## src/rtl/toggle_period_meter_if.sv

```systemverilog
`default_nettype none
// ============================================================================
//  Module      : toggle_period_meter_if
//  Description : Signal bundle between a toggling source and the period
//                meter. Carries the signal under measurement towards the
//                meter and the measurement results back out of it.
//                  in_sig       : signal under measurement (async to clk)
//                  period       : last measured period, in clk cycles
//                  period_valid : one-cycle pulse, period updated
//                  locked       : period in tolerance for enough measurements
//                  timeout      : one-cycle pulse, input stopped toggling
//  Revision    : 1.0 - initial release
// ============================================================================
interface toggle_period_meter_if #(
    parameter int COUNT_WIDTH = 32
);
    logic                   in_sig;
    logic [COUNT_WIDTH-1:0] period;
    logic                   period_valid;
    logic                   locked;
    logic                   timeout;

    // Source / observer side: drives the signal, watches the results.
    modport master (
        output in_sig,
        input  period,
        input  period_valid,
        input  locked,
        input  timeout
    );

    // Meter side.
    modport slave (
        input  in_sig,
        output period,
        output period_valid,
        output locked,
        output timeout
    );
endinterface
`default_nettype wire

```

## src/rtl/toggle_period_meter.sv

```systemverilog
`default_nettype none
// ============================================================================
//  Module      : toggle_period_meter
//  Description : Measures the period of a slow toggling signal in system
//                clock cycles (rising edge to rising edge), reports each
//                measurement, asserts a lock flag after LOCK_COUNT
//                consecutive measurements within EXPECTED +/- TOLERANCE, and
//                pulses a timeout when no rising edge arrives for TIMEOUT
//                cycles.
//  Ports       : clk  - system clock, the only clock
//                rst  - asynchronous reset, active-high
//                bus  - toggle_period_meter_if.slave
//                       (in_sig in; period, period_valid, locked, timeout out)
//  Revision    : 1.0 - initial release
// ============================================================================
module toggle_period_meter #(
    parameter int          COUNT_WIDTH = 32,
    parameter int unsigned EXPECTED    = 3000000,
    parameter int unsigned TOLERANCE   = 2,
    parameter int unsigned LOCK_COUNT  = 4,
    parameter int unsigned TIMEOUT     = 6000000
) (
    input  wire logic              clk,
    input  wire logic              rst,
    toggle_period_meter_if.slave   bus
);

    // ------------------------------------------------------------------
    // Elaboration-time constants
    // ------------------------------------------------------------------
    localparam logic [COUNT_WIDTH-1:0] c_lo_bound = COUNT_WIDTH'(EXPECTED - TOLERANCE);
    localparam logic [COUNT_WIDTH-1:0] c_hi_bound = COUNT_WIDTH'(EXPECTED + TOLERANCE);
    // Counter value in the last cycle before a timeout fires.
    localparam logic [COUNT_WIDTH-1:0] c_cnt_last = COUNT_WIDTH'(TIMEOUT - 1);
    localparam logic [COUNT_WIDTH-1:0] c_cnt_one  = COUNT_WIDTH'(1);

    // Run counter only needs to reach LOCK_COUNT (it saturates there).
    localparam int                     c_run_w    = $clog2(LOCK_COUNT + 1);
    localparam logic [c_run_w-1:0]     c_run_full = c_run_w'(LOCK_COUNT);
    localparam logic [c_run_w-1:0]     c_run_one  = c_run_w'(1);

    typedef enum logic [0:0] {
        ST_IDLE    = 1'b0,
        ST_MEASURE = 1'b1
    } state_t;

    // ------------------------------------------------------------------
    // State
    // ------------------------------------------------------------------
    logic                   s1_q, s1_d;
    logic                   s2_q, s2_d;
    logic                   s3_q, s3_d;
    state_t                 state_q, state_d;
    logic [COUNT_WIDTH-1:0] cnt_q, cnt_d;
    logic [c_run_w-1:0]     run_q, run_d;
    logic [COUNT_WIDTH-1:0] period_q, period_d;
    logic                   period_valid_q, period_valid_d;
    logic                   locked_q, locked_d;
    logic                   timeout_q, timeout_d;

    // ------------------------------------------------------------------
    // Combinational helpers
    // ------------------------------------------------------------------
    logic                   w_rise;
    logic [COUNT_WIDTH-1:0] w_period_new;
    logic                   w_match;
    logic [c_run_w-1:0]     w_run_next;

    // s2 is the first metastability-safe copy; s3 is its one-cycle history.
    assign w_rise       = s2_q & ~s3_q;

    // Counter holds (cycles since the edge cycle) - 1 during the rise cycle,
    // so the +1 makes the reported period exact. The timeout keeps cnt_q
    // at or below TIMEOUT-1, so this never wraps.
    assign w_period_new = cnt_q + c_cnt_one;

    assign w_match      = (w_period_new >= c_lo_bound) && (w_period_new <= c_hi_bound);

    // Saturating run of consecutive in-tolerance measurements.
    always_comb begin
        w_run_next = '0;
        if (w_match) begin
            if (run_q >= c_run_full) begin
                w_run_next = c_run_full;
            end else begin
                w_run_next = run_q + c_run_one;
            end
        end
    end

    // ------------------------------------------------------------------
    // Next-state logic
    // ------------------------------------------------------------------
    always_comb begin
        s1_d           = bus.in_sig;
        s2_d           = s1_q;
        s3_d           = s2_q;
        state_d        = state_q;
        cnt_d          = cnt_q;
        run_d          = run_q;
        period_d       = period_q;
        period_valid_d = 1'b0;
        locked_d       = locked_q;
        timeout_d      = 1'b0;

        unique case (state_q)
            ST_IDLE: begin
                // No reference edge yet: the first rise only starts timing.
                cnt_d = '0;
                if (w_rise) begin
                    state_d = ST_MEASURE;
                end
            end

            ST_MEASURE: begin
                if (w_rise) begin
                    // An edge on the last counted cycle still wins over
                    // the timeout and is reported as period TIMEOUT.
                    period_d       = w_period_new;
                    period_valid_d = 1'b1;
                    cnt_d          = '0;
                    run_d          = w_run_next;
                    locked_d       = (w_run_next == c_run_full);
                end else if (cnt_q == c_cnt_last) begin
                    timeout_d = 1'b1;
                    locked_d  = 1'b0;
                    run_d     = '0;
                    cnt_d     = '0;
                    state_d   = ST_IDLE;
                end else begin
                    cnt_d = cnt_q + c_cnt_one;
                end
            end

            default: begin
                state_d = ST_IDLE;
                cnt_d   = '0;
            end
        endcase
    end

    // ------------------------------------------------------------------
    // Registers (synchronizer included: a reset mid-stream must not leave
    // a stale high in the chain that would fake an edge afterwards)
    // ------------------------------------------------------------------
    always_ff @(posedge clk or posedge rst) begin
        if (rst) begin
            s1_q           <= 1'b0;
            s2_q           <= 1'b0;
            s3_q           <= 1'b0;
            state_q        <= ST_IDLE;
            cnt_q          <= '0;
            run_q          <= '0;
            period_q       <= '0;
            period_valid_q <= 1'b0;
            locked_q       <= 1'b0;
            timeout_q      <= 1'b0;
        end else begin
            s1_q           <= s1_d;
            s2_q           <= s2_d;
            s3_q           <= s3_d;
            state_q        <= state_d;
            cnt_q          <= cnt_d;
            run_q          <= run_d;
            period_q       <= period_d;
            period_valid_q <= period_valid_d;
            locked_q       <= locked_d;
            timeout_q      <= timeout_d;
        end
    end

    // ------------------------------------------------------------------
    // Outputs, all straight from flops
    // ------------------------------------------------------------------
    assign bus.period       = period_q;
    assign bus.period_valid = period_valid_q;
    assign bus.locked       = locked_q;
    assign bus.timeout      = timeout_q;

endmodule
`default_nettype wire

```

## src/flat_wrapper.sv

```systemverilog
// flat-port wrapper written by rule: the top's interface ports become plain ports
module toggle_period_meter_flat 
#(
    parameter int          COUNT_WIDTH = 32,
    parameter int unsigned EXPECTED    = 3000000,
    parameter int unsigned TOLERANCE   = 2,
    parameter int unsigned LOCK_COUNT  = 4,
    parameter int unsigned TIMEOUT     = 6000000
)
  (clk, rst, bus_in_sig, bus_period, bus_period_valid, bus_locked, bus_timeout);
  toggle_period_meter_if #(.COUNT_WIDTH(COUNT_WIDTH)) bus_i ();
  input  wire logic clk;
  input  wire logic rst;
  input wire logic [$bits(bus_i.in_sig)-1:0] bus_in_sig;
  output wire logic [$bits(bus_i.period)-1:0] bus_period;
  output wire logic [$bits(bus_i.period_valid)-1:0] bus_period_valid;
  output wire logic [$bits(bus_i.locked)-1:0] bus_locked;
  output wire logic [$bits(bus_i.timeout)-1:0] bus_timeout;
  assign bus_i.in_sig = bus_in_sig;
  assign bus_period = bus_i.period;
  assign bus_period_valid = bus_i.period_valid;
  assign bus_locked = bus_i.locked;
  assign bus_timeout = bus_i.timeout;
  toggle_period_meter #(.COUNT_WIDTH(COUNT_WIDTH), .EXPECTED(EXPECTED), .TOLERANCE(TOLERANCE), .LOCK_COUNT(LOCK_COUNT), .TIMEOUT(TIMEOUT)) u_core (.clk(clk), .rst(rst), .bus(bus_i));
endmodule
```

## config.mk

```make
export PLATFORM = sky130hd
export DESIGN_NAME = toggle_period_meter_flat
export DESIGN_NICKNAME = d
export VERILOG_FILES = /design/src/rtl/toggle_period_meter_if.sv /design/src/rtl/toggle_period_meter.sv /design/src/flat_wrapper.sv
export SDC_FILE = /design/constraint.sdc
export NUM_CORES = 1
export LEC_CHECK = 0
export ABC_AREA = 0
export CORE_UTILIZATION = 57
export DETAILED_ROUTE_END_ITERATION = 8
export GPL_ROUTABILITY_DRIVEN = 0
export PLACE_DENSITY_LB_ADDON = 0.25
export SKIP_CTS_REPAIR_TIMING = 1
export SYNTH_ARGS = -nofsm -noshare
export SYNTH_HDL_FRONTEND = slang
export SYNTH_SLANG_ARGS = --single-unit
export TNS_END_PERCENT = 5
```

## constraint.sdc

```tcl
create_clock -name clk -period 3.9 [get_ports clk]
set_input_delay 0.78 -clock clk [delete_from_list [all_inputs] [get_ports clk]]
set_output_delay 0.78 -clock clk [all_outputs]
set_load 0.02 [all_outputs]
```

==> results.toml, run 1 <==
[placed_design]
hpwl_um = 5560
port_buffers = 37
dpl_cell_area_um2 = 4110

[cts]
clock_sinks = 74
cts_buffers = 9
cts_buffer_depth = 2
cts_tree = "done"
insertion_delay_ns = 0.36
clk_pin_slew_worst_paths_ns = 0.07
htreeDepth = 3
clock-root-buffer = "clkbuf_8"

[synth]
synth_nets = 388
synthCells = 381
syn_area_um2 = 3730
ys_seq_area_frac = 0.496
synth_edf_count = 0
ys_async_sr_fraction = 1.00
dominantRegCellSynth = "dfrtp_1"
ys_ff_latch = 74
synth_commonest_cells = "dfrtp_1, nand2_1, nor2_1"
synth_most_common_cell = "dfrtp_1"
yosys.area.top_type = "dfrtp_1"
syn_avg_cell_area_um2 = 9.80
synth_top_area_frac = 0.496
synth_cell_types = 68
yosysWarnings = 0
yosys-top-cells-area = "dfrtp_1, xnor2_1, nand2_1"

[critical_path]
crit_slowest_cell = "or4_4"
cp.required_ns = 4.16
rr_startpoint = "u_core.cnt_q[0]$_DFF_PP0_"
crit_chain = "ha_1, nand4_2, or4_4, or4_4, a2111oi_4, nand4bb_2, nor4_4, o211ai_2, a22oi_1"
max_stage_delay_ns = 0.55
worst-setup-path-type = "register to register"
cp_common_cell = "or4_4"
setup.worst_path.end_class = "register"
worst-path-max-fanout = 8
cp-start-kind = "register"
critPathArrivalTime_ns = 3.61
cp-startpoint = "u_core.cnt_q[0]$_DFF_PP0_"

[timing]
clock-skew-final_ns = 0.00801
relSlewSlack = 0.500
fin_crit_sh = 0.859
holdWs_ns = 0.361
rsz0062_at_grt = "no"
tightest_slew_ns = 0.749
finalSetupTns_ns = 0
setup_viol = 0
hold_viol = 0
min_period_ns = 3.35
slew_viol_final = 0
fmaxAchievable_mhz = 298

[grt]
track_usage = 0.248
antenna_found_initial = 0
globalRouteOverflowTotal = 0
grt_pass1_vias = 2765
grt_first_pass_wirelength_um = 13400
grt_start_max_net_pins = 58

[cells_and_area]
fin_area_um2 = 4320
diodes = 0
layout-drive-gt1-share = 0.110
layout.nets = 419
utilization = 0.681
synthToLayoutAreaGrowth_pct = 15.8

[floorplanning]
die_h_um = 82.9
die_w_um = 82.9
fp-row-count = 29
io_pins = 38
start_util = 0.588
fp.coreArea_um2 = 6350
die_area_um2 = 6880

[power_and_ir_drop]
irDropWorstVdd_mv = 0.403
power_switching_share = 0.264
power.leakage_nw = 1.82
clkPwrFrac = 0.369
combPwrFrac = 0.137
power_switching_w = 0.000454
seqPwrFrac = 0.494
intPower_w = 0.00126
power.density_nw_per_um2 = 397

[route]
route.vias.total = 2993
wl_per_cell_um = 16.2
dr.pass1.iters = 6
vias_per_cell = 6.06
dr.first_iter.drc_count = 375
drc_errors = 0
drtAntennaViolNets = 0
finalWirelength_um = 7980

[flow_run]
cap_violations = 0

[min_path]
min_from = "u_core.s1_q$_DFF_PP0_"
min_path_type = "register to register"

[status]
status = "completed"
layer usage:
layer,track usage,wire length [µm]
met1,0.337,3550
met2,0.388,3780
met3,0.0398,480
met4,0.121,172
met5,0,0
path summary, 6_finish.rpt:
kind | end | slack (ns) | cells past startpoint
max | u_core.run_q[2]$_DFFE_PP0P_ | 0.55 | 9
min | u_core.s2_q$_DFF_PP0_ | 0.36 | 0
max reg2reg | u_core.run_q[2]$_DFFE_PP0P_ | 0.55 | 9
min reg2reg | u_core.s2_q$_DFF_PP0_ | 0.36 | 0
max in group asynchronous | u_core.cnt_q[21]$_DFF_PP0_ | 2.36 | 3
min in group asynchronous | u_core.bus.period[13]$_DFFE_PP0P_ | 0.88 | 2
cell usage in the layout, fill, tap and decap left out, types with 3 or more instances in the layout:
cell,n
a21oi_1,3
and3_1,5
clkbuf_8,13
clkdlybuf4s50_1,37
dfrtp_1,74
ha_1,4
inv_1,10
nand2_1,50
nand3_1,11
nand3_2,3
nand4_1,6
nor2_1,48
nor2b_1,3
nor3_1,13
nor4_1,10
o2111ai_1,3
o21ai_0,31
or3_1,3
or4_1,4
or4_4,3
xnor2_1,22
xor2_1,8
kinds of logic after synthesis:
group	share of synthesized area
and+or+nand+nor	0.261
buffers and inverters	0.0442
adders and majority gates	0.0134
AOI/OAI and AO/OA	0.109
xor gates and xnor gates	0.0704
DFF	0.496
muxes	0.00570
stage by stage:
| step | power [W] | setup WS [ns] | std cells |
|---|---|---|---|
| floorplan | 0.00104 | 1.02 | 381 |
| global placement | 0.00108 | 0.783 | 478 |
| detailed placement | 0.00109 | 0.603 | 478 |
| CTS | 0.00173 | 0.590 | 494 |
| global route | 0.00178 | 0.377 | 494 |
| finish | 0.00172 | 0.548 | 494 |
critical path: cells and delay by family, from the launching register on:
kind | cells | cell delay (ns)
AO/OA/AOI/OAI | 3 | 0.76
adder cells (fa/ha/maj) | 1 | 0.35
flip-flops | 1 | 0.44
AND/OR/NAND/NOR | 5 | 1.71
sequential cells by signal (all words and copies together) (netlist names):
register,flops
u_core.s2_q,1
u_core.bus.period,32
u_core.s3_q,1
u_core.bus.locked,1
u_core.state_q,1
u_core.bus.period_valid,1
u_core.cnt_q,32
u_core.run_q,3
u_core.bus.timeout,1
u_core.s1_q,1
area by class of cell:
type | instances | area, µm²
inverters | 12 | 45.0
multi-input cells | 276 | 1720
well taps | 77 | 96.3
fillers | 493 | 2030
flip-flops and latches | 74 | 1850
repair buffers | 39 | 398
clock buffers | 15 | 186
clock inverters | 1 | 30.0
power by group through the flow:
stage	clock (W)	sequential (W)	combinational (W)
2_1_floorplan	0	0.000858	0.000182
3_3_place_gp	0	0.000857	0.000227
3_5_place_dp	0	0.000860	0.000232
4_1_cts	0.000645	0.000846	0.000237
5_1_grt	0.000673	0.000851	0.000261
6_report	0.000634	0.000848	0.000235
(Power assumes the default switching activity.)
==> run 2, diff against run 1 <==
- CELL_PAD_IN_SITES_DETAIL_PLACEMENT: default -> 0
- CELL_PAD_IN_SITES_GLOBAL_PLACEMENT: default -> 1
- CORE_UTILIZATION: 57 -> 44
==> run 2 against run 1 <==
  * Wire length grew 7.1%
  * Non-clock buffer count grew 3
  * Clock power shrank 1%
  * Cell count grew 6.3%
  * Largest power group unchanged
==> results.toml, run 2 (synthesized netlist as in run 1, its figures left out) <==
[status]
status = "completed"

[route]
route.vias.total = 2890
drc_errors = 0
dr.pass1.iters = 4
vias_per_cell = 5.50
dr.first_iter.drc_count = 149
wl_per_cell_um = 16.3
finalWirelength_um = 8550
drtAntennaViolNets = 0

[critical_path]
setup.worst_path.end_class = "register"
path_delay_family = "simple AND/OR/NAND/NOR gates"
max_stage_delay_ns = 0.62
critPathArrivalTime_ns = 3.53
cp_num_buf_inv = 0
crit_slowest_cell = "or4_1"
cp-start-kind = "register"
worst-path-max-fanout = 8
cp.required_ns = 4.16
crit_chain = "ha_1, nand4_2, or4_1, o21a_1, nor3_1, nand4b_1, nor4_4, o211ai_2, a22oi_1"
worst-setup-path-type = "register to register"

[cts]
cts_buffers = 9
clk_pin_slew_worst_paths_ns = 0.08
htreeDepth = 3
insertion_delay_ns = 0.35
clock_sinks = 74
clock-root-buffer = "clkbuf_8"
cts_tree = "done"
cts_buffer_depth = 2

[timing]
fin_crit_sh = 0.837
setup_viol = 0
hold_viol = 0
finalSetupTns_ns = 0
rsz0062_at_grt = "no"
min_period_ns = 3.27
tightest_slew_ns = 0.649
fmaxAchievable_mhz = 306
relSlewSlack = 0.561
clock-skew-final_ns = 0.00986
slew_viol_final = 0

[cells_and_area]
diodes = 0
final_common_cell = "dfrtp_1"
layout.nets = 422
layout-drive-gt1-share = 0.119
utilization = 0.532
synthToLayoutAreaGrowth_pct = 17.1
final_cell_mix = "dfrtp_1, nand2_1, nor2_1"

[power_and_ir_drop]
power.leakage_nw = 1.82
clkPwrFrac = 0.368
power.density_nw_per_um2 = 389
irDropWorstVdd_mv = 0.232
seqPwrFrac = 0.496
combPwrFrac = 0.136
intPower_w = 0.00123
power_switching_w = 0.000474
power_switching_share = 0.279

[flow_run]
cap_violations = 0

[grt]
track_usage = 0.212
grt_start_max_net_pins = 58
globalRouteOverflowTotal = 0
grt_first_pass_wirelength_um = 14100
antenna_found_initial = 0
grt_pass1_vias = 2757

[floorplanning]
die_h_um = 94.1
io_pins = 38
fp-row-count = 33
fp.coreArea_um2 = 8220
start_util = 0.454
die_area_um2 = 8850
die_w_um = 94.1

[placed_design]
hpwl_um = 6110
port_buffers = 37

[min_path]
min_path_type = "register to register"
==> run 2: changes by cell type in the layout (fill, tap and decap cells not counted), sizes merged <==
| cell | delta |
|---|---|
| buf | +3 |
| clkbuf | -3 |
| clkinv | +1 |
| clkinvlp | +2 |
==> run 2: path summary, 6_finish.rpt <==
kind	startpoint	end	slack, ns	depth (start not counted)
worst min-delay path	u_core.s1_q$_DFF_PP0_	u_core.s2_q$_DFF_PP0_	0.36	0
max in group asynchronous	rst	u_core.s2_q$_DFF_PP0_	2.41	3
worst max-delay path	u_core.cnt_q[0]$_DFF_PP0_	u_core.run_q[2]$_DFFE_PP0P_	0.63	9
min in group asynchronous	rst	u_core.bus.period[0]$_DFFE_PP0P_	0.83	2
worst min register to register	u_core.s1_q$_DFF_PP0_	u_core.s2_q$_DFF_PP0_	0.36	0
worst max register to register	u_core.cnt_q[0]$_DFF_PP0_	u_core.run_q[2]$_DFFE_PP0P_	0.63	9
==> run 2: per-layer routing <==
layer  share of wire  GRT usage  vias to the layer above  wire (µm)
met5               0          0                        -          0
met1            0.47      0.290                     1381       4020
met3           0.052     0.0461                       16        447
li1                -          -                     1400          -
met4           0.018     0.0859                        0        157
met2            0.46      0.326                       93       3920
==> run 2: area by class of cell <==
cell class,instances,area [µm²]
Clock buffer,12,155
Clock inverter,4,50.0
Fill cell,759,3850
Inverter,12,45.0
Multi-Input combinational cell,276,1720
Sequential cell,74,1850
Tap cell,105,131
Timing Repair Buffer,42,420
==> run 2: through the flow <==
| stage | worst slack [ns] | cell area (µm²) | hold slack, ns | power [W] | std cells |
|---|---|---|---|---|---|
| after floorplan | 1.02 | 3730 | 0.331 | 0.00104 | 381 |
| final | 0.634 | 4370 | 0.362 | 0.00170 | 525 |
| after global placement | 0.752 | 4160 | 0.336 | 0.00109 | 509 |
| after detailed placement | 0.655 | 4160 | 0.336 | 0.00110 | 509 |
| after CTS | 0.634 | 4370 | 0.365 | 0.00173 | 525 |
| after global routing | 0.405 | 4370 | 0.375 | 0.00178 | 525 |
==> run 2: power groups by stage <==
stage                     combinational (W)  clock (W)  sequential (W)
after floorplan                    0.000182          0        0.000858
final                              0.000231   0.000625        0.000844
after global placement             0.000234          0        0.000859
after global routing               0.000257   0.000668        0.000852
after detailed placement           0.000237          0        0.000860
after CTS                          0.000238   0.000644        0.000844
==> run 2: worst reg2reg max path, delay by kind of cell (launching register included) <==
kind | cells | cell delay [ns]
AOI/OAI and AO/OA | 3 | 0.63
DFF | 1 | 0.43
adders and majority gates | 1 | 0.34
and+or+nand+nor | 5 | 1.79
==> run 3, diff against run 2 <==
- clock period: 3.9 -> 3.3 ns (I/O delays scaled with it)
==> run 3 against run 2 <==
  * Clock power fell by 5.9%
  * Register-to-register slack got worse by 0.38 ns
  * Flip-flop and latch count did not move
  * Worst hold slack barely moved
  * Setup slack got worse by 0.38 ns
  * Cell area rose by 0.83%
  * Sequential share of layout area fell by 0.35 points
  * Critical path depth did not move
  * Via count fell by 0.21%
  * Highest routed layer unchanged
==> results.toml, run 3 (synthesized netlist as in run 1, its figures left out) <==
[floorplanning]
fp-row-count = 33
die_w_um = 94.1
die_h_um = 94.1
die_area_um2 = 8850
start_util = 0.454
fp.coreArea_um2 = 8220
io_pins = 38

[cells_and_area]
layout.nets = 433
synthToLayoutAreaGrowth_pct = 18.0
layout-drive-gt1-share = 0.140
utilization = 0.536
diodes = 0
final_common_cell = "dfrtp_1"
final_cell_mix = "dfrtp_1, nand2_1, nor2_1"

[timing]
fmaxAchievable_mhz = 328
min_period_ns = 3.05
clock-skew-final_ns = 0.00700
hold_viol = 0
setup_viol = 0
fin_crit_sh = 0.924
finalSetupTns_ns = 0
rsz0062_at_grt = "no"
relSlewSlack = 0.488
slew_viol_final = 0
tightest_slew_ns = 0.757

[route]
dr.first_iter.drc_count = 134
route.vias.total = 2884
drc_errors = 0
drtAntennaViolNets = 0
wl_per_cell_um = 16.0
finalWirelength_um = 8560
vias_per_cell = 5.39
dr.pass1.iters = 4

[power_and_ir_drop]
seqPwrFrac = 0.532
power_switching_share = 0.290
power.leakage_nw = 1.86
intPower_w = 0.00133
power_switching_w = 0.000544
power.density_nw_per_um2 = 426
clkPwrFrac = 0.314
combPwrFrac = 0.154
irDropWorstVdd_mv = 0.221

[grt]
grt_start_max_net_pins = 58
track_usage = 0.220
globalRouteOverflowTotal = 0
grt_pass1_vias = 2851
antenna_found_initial = 0
grt_first_pass_wirelength_um = 14600

[cts]
htreeDepth = 3
cts_buffer_depth = 2
clk_pin_slew_worst_paths_ns = 0.07
cts_buffers = 9
cts_tree = "done"
insertion_delay_ns = 0.35
clock_sinks = 74
clock-root-buffer = "clkbuf_8"

[critical_path]
cp_common_cell = "or4_4"
crit_chain = "ha_1, nand4_2, or4_4, or4_4, a2111oi_4, nand4bb_2, nor4_4, o211ai_2, a22oi_1"
cp-start-kind = "register"
cp_num_buf_inv = 0
critPathArrivalTime_ns = 3.32
cp.required_ns = 3.57
path_delay_family = "simple AND/OR/NAND/NOR gates"
setup.worst_path.end_class = "register"
max_stage_delay_ns = 0.54
worst-path-max-fanout = 7
crit_slowest_cell = "or4_4"
worst-setup-path-type = "register to register"

[min_path]
min_path_type = "register to register"

[placed_design]
hpwl_um = 6320
port_buffers = 37

[status]
status = "completed"

[flow_run]
cap_violations = 0
## run 3: cell count changes in the layout (fill, tap and decap cells not counted), moves of 2 or more
cell / change
clkbuf_8: -2
buf_4: +11
clkinvlp_4: -2
clkinv_2: +3
## run 3: metrics by stage
| stage | setup WS (ns) | instance area [µm²] | power (W) | std cells | hold slack, ns |
|---|---|---|---|---|---|
| floorplan | 0.417 | 3730 | 0.00123 | 381 | 0.331 |
| global placement | 0.269 | 4250 | 0.00130 | 520 | 0.337 |
| detailed placement | 0.180 | 4250 | 0.00131 | 520 | 0.346 |
| CTS | 0.171 | 4400 | 0.00190 | 535 | 0.370 |
| global route | 0.0484 | 4410 | 0.00197 | 535 | 0.372 |
| finish | 0.250 | 4410 | 0.00188 | 535 | 0.361 |
## run 3: power groups by stage
stage / clock, W / combinational, W / sequential (W)
after global placement: 0 / 0.000290 / 0.00101
after floorplan: 0 / 0.000215 / 0.00101
after detailed placement: 0 / 0.000293 / 0.00102
after global routing: 0.000645 / 0.000321 / 0.00101
after CTS: 0.000606 / 0.000294 / 0.000999
final: 0.000588 / 0.000288 / 0.000999
## run 3: area by class of cell
cell class | instances | area, µm²
Tap cell | 105 | 131
Timing Repair Buffer | 53 | 503
Clock inverter | 4 | 20.0
Clock buffer | 11 | 131
Multi-Input combinational cell | 276 | 1720
Sequential cell | 74 | 1850
Inverter | 12 | 45.0
Fill cell | 780 | 3810
## run 3: metal layers
metal | up-vias | wire length, µm | GRT usage
li1 | 1417 | - | -
met1 | 1389 | 3850 | 0.292
met2 | 64 | 4200 | 0.353
met3 | 14 | 354 | 0.0429
met4 | 0 | 153 | 0.0897
met5 | - | 0 | 0
## run 3: worst paths after layout
kind                                           start                                 to  slack (ns)  cells past startpoint
max in group asynchronous                        rst         u_core.cnt_q[13]$_DFF_PP0_        1.92                      3
min in group asynchronous                        rst  u_core.bus.period[30]$_DFFE_PP0P_        0.72                      2
setup reg to reg           u_core.cnt_q[0]$_DFF_PP0_        u_core.run_q[2]$_DFFE_PP0P_        0.25                      9
setup / recovery           u_core.cnt_q[0]$_DFF_PP0_        u_core.run_q[2]$_DFFE_PP0P_        0.25                      9
hold reg to reg                u_core.s1_q$_DFF_PP0_              u_core.s2_q$_DFF_PP0_        0.36                      0
hold / removal                 u_core.s1_q$_DFF_PP0_              u_core.s2_q$_DFF_PP0_        0.36                      0
## run 3: worst reg2reg max path, cell delays in order, from the launching register on
cell,delay (ns)
dfrtp_1,0.42
ha_1,0.21
nand4_2,0.20
or4_4,0.49
or4_4,0.54
a2111oi_4,0.33
nand4bb_2,0.16
nor4_4,0.24
o211ai_2,0.17
a22oi_1,0.21
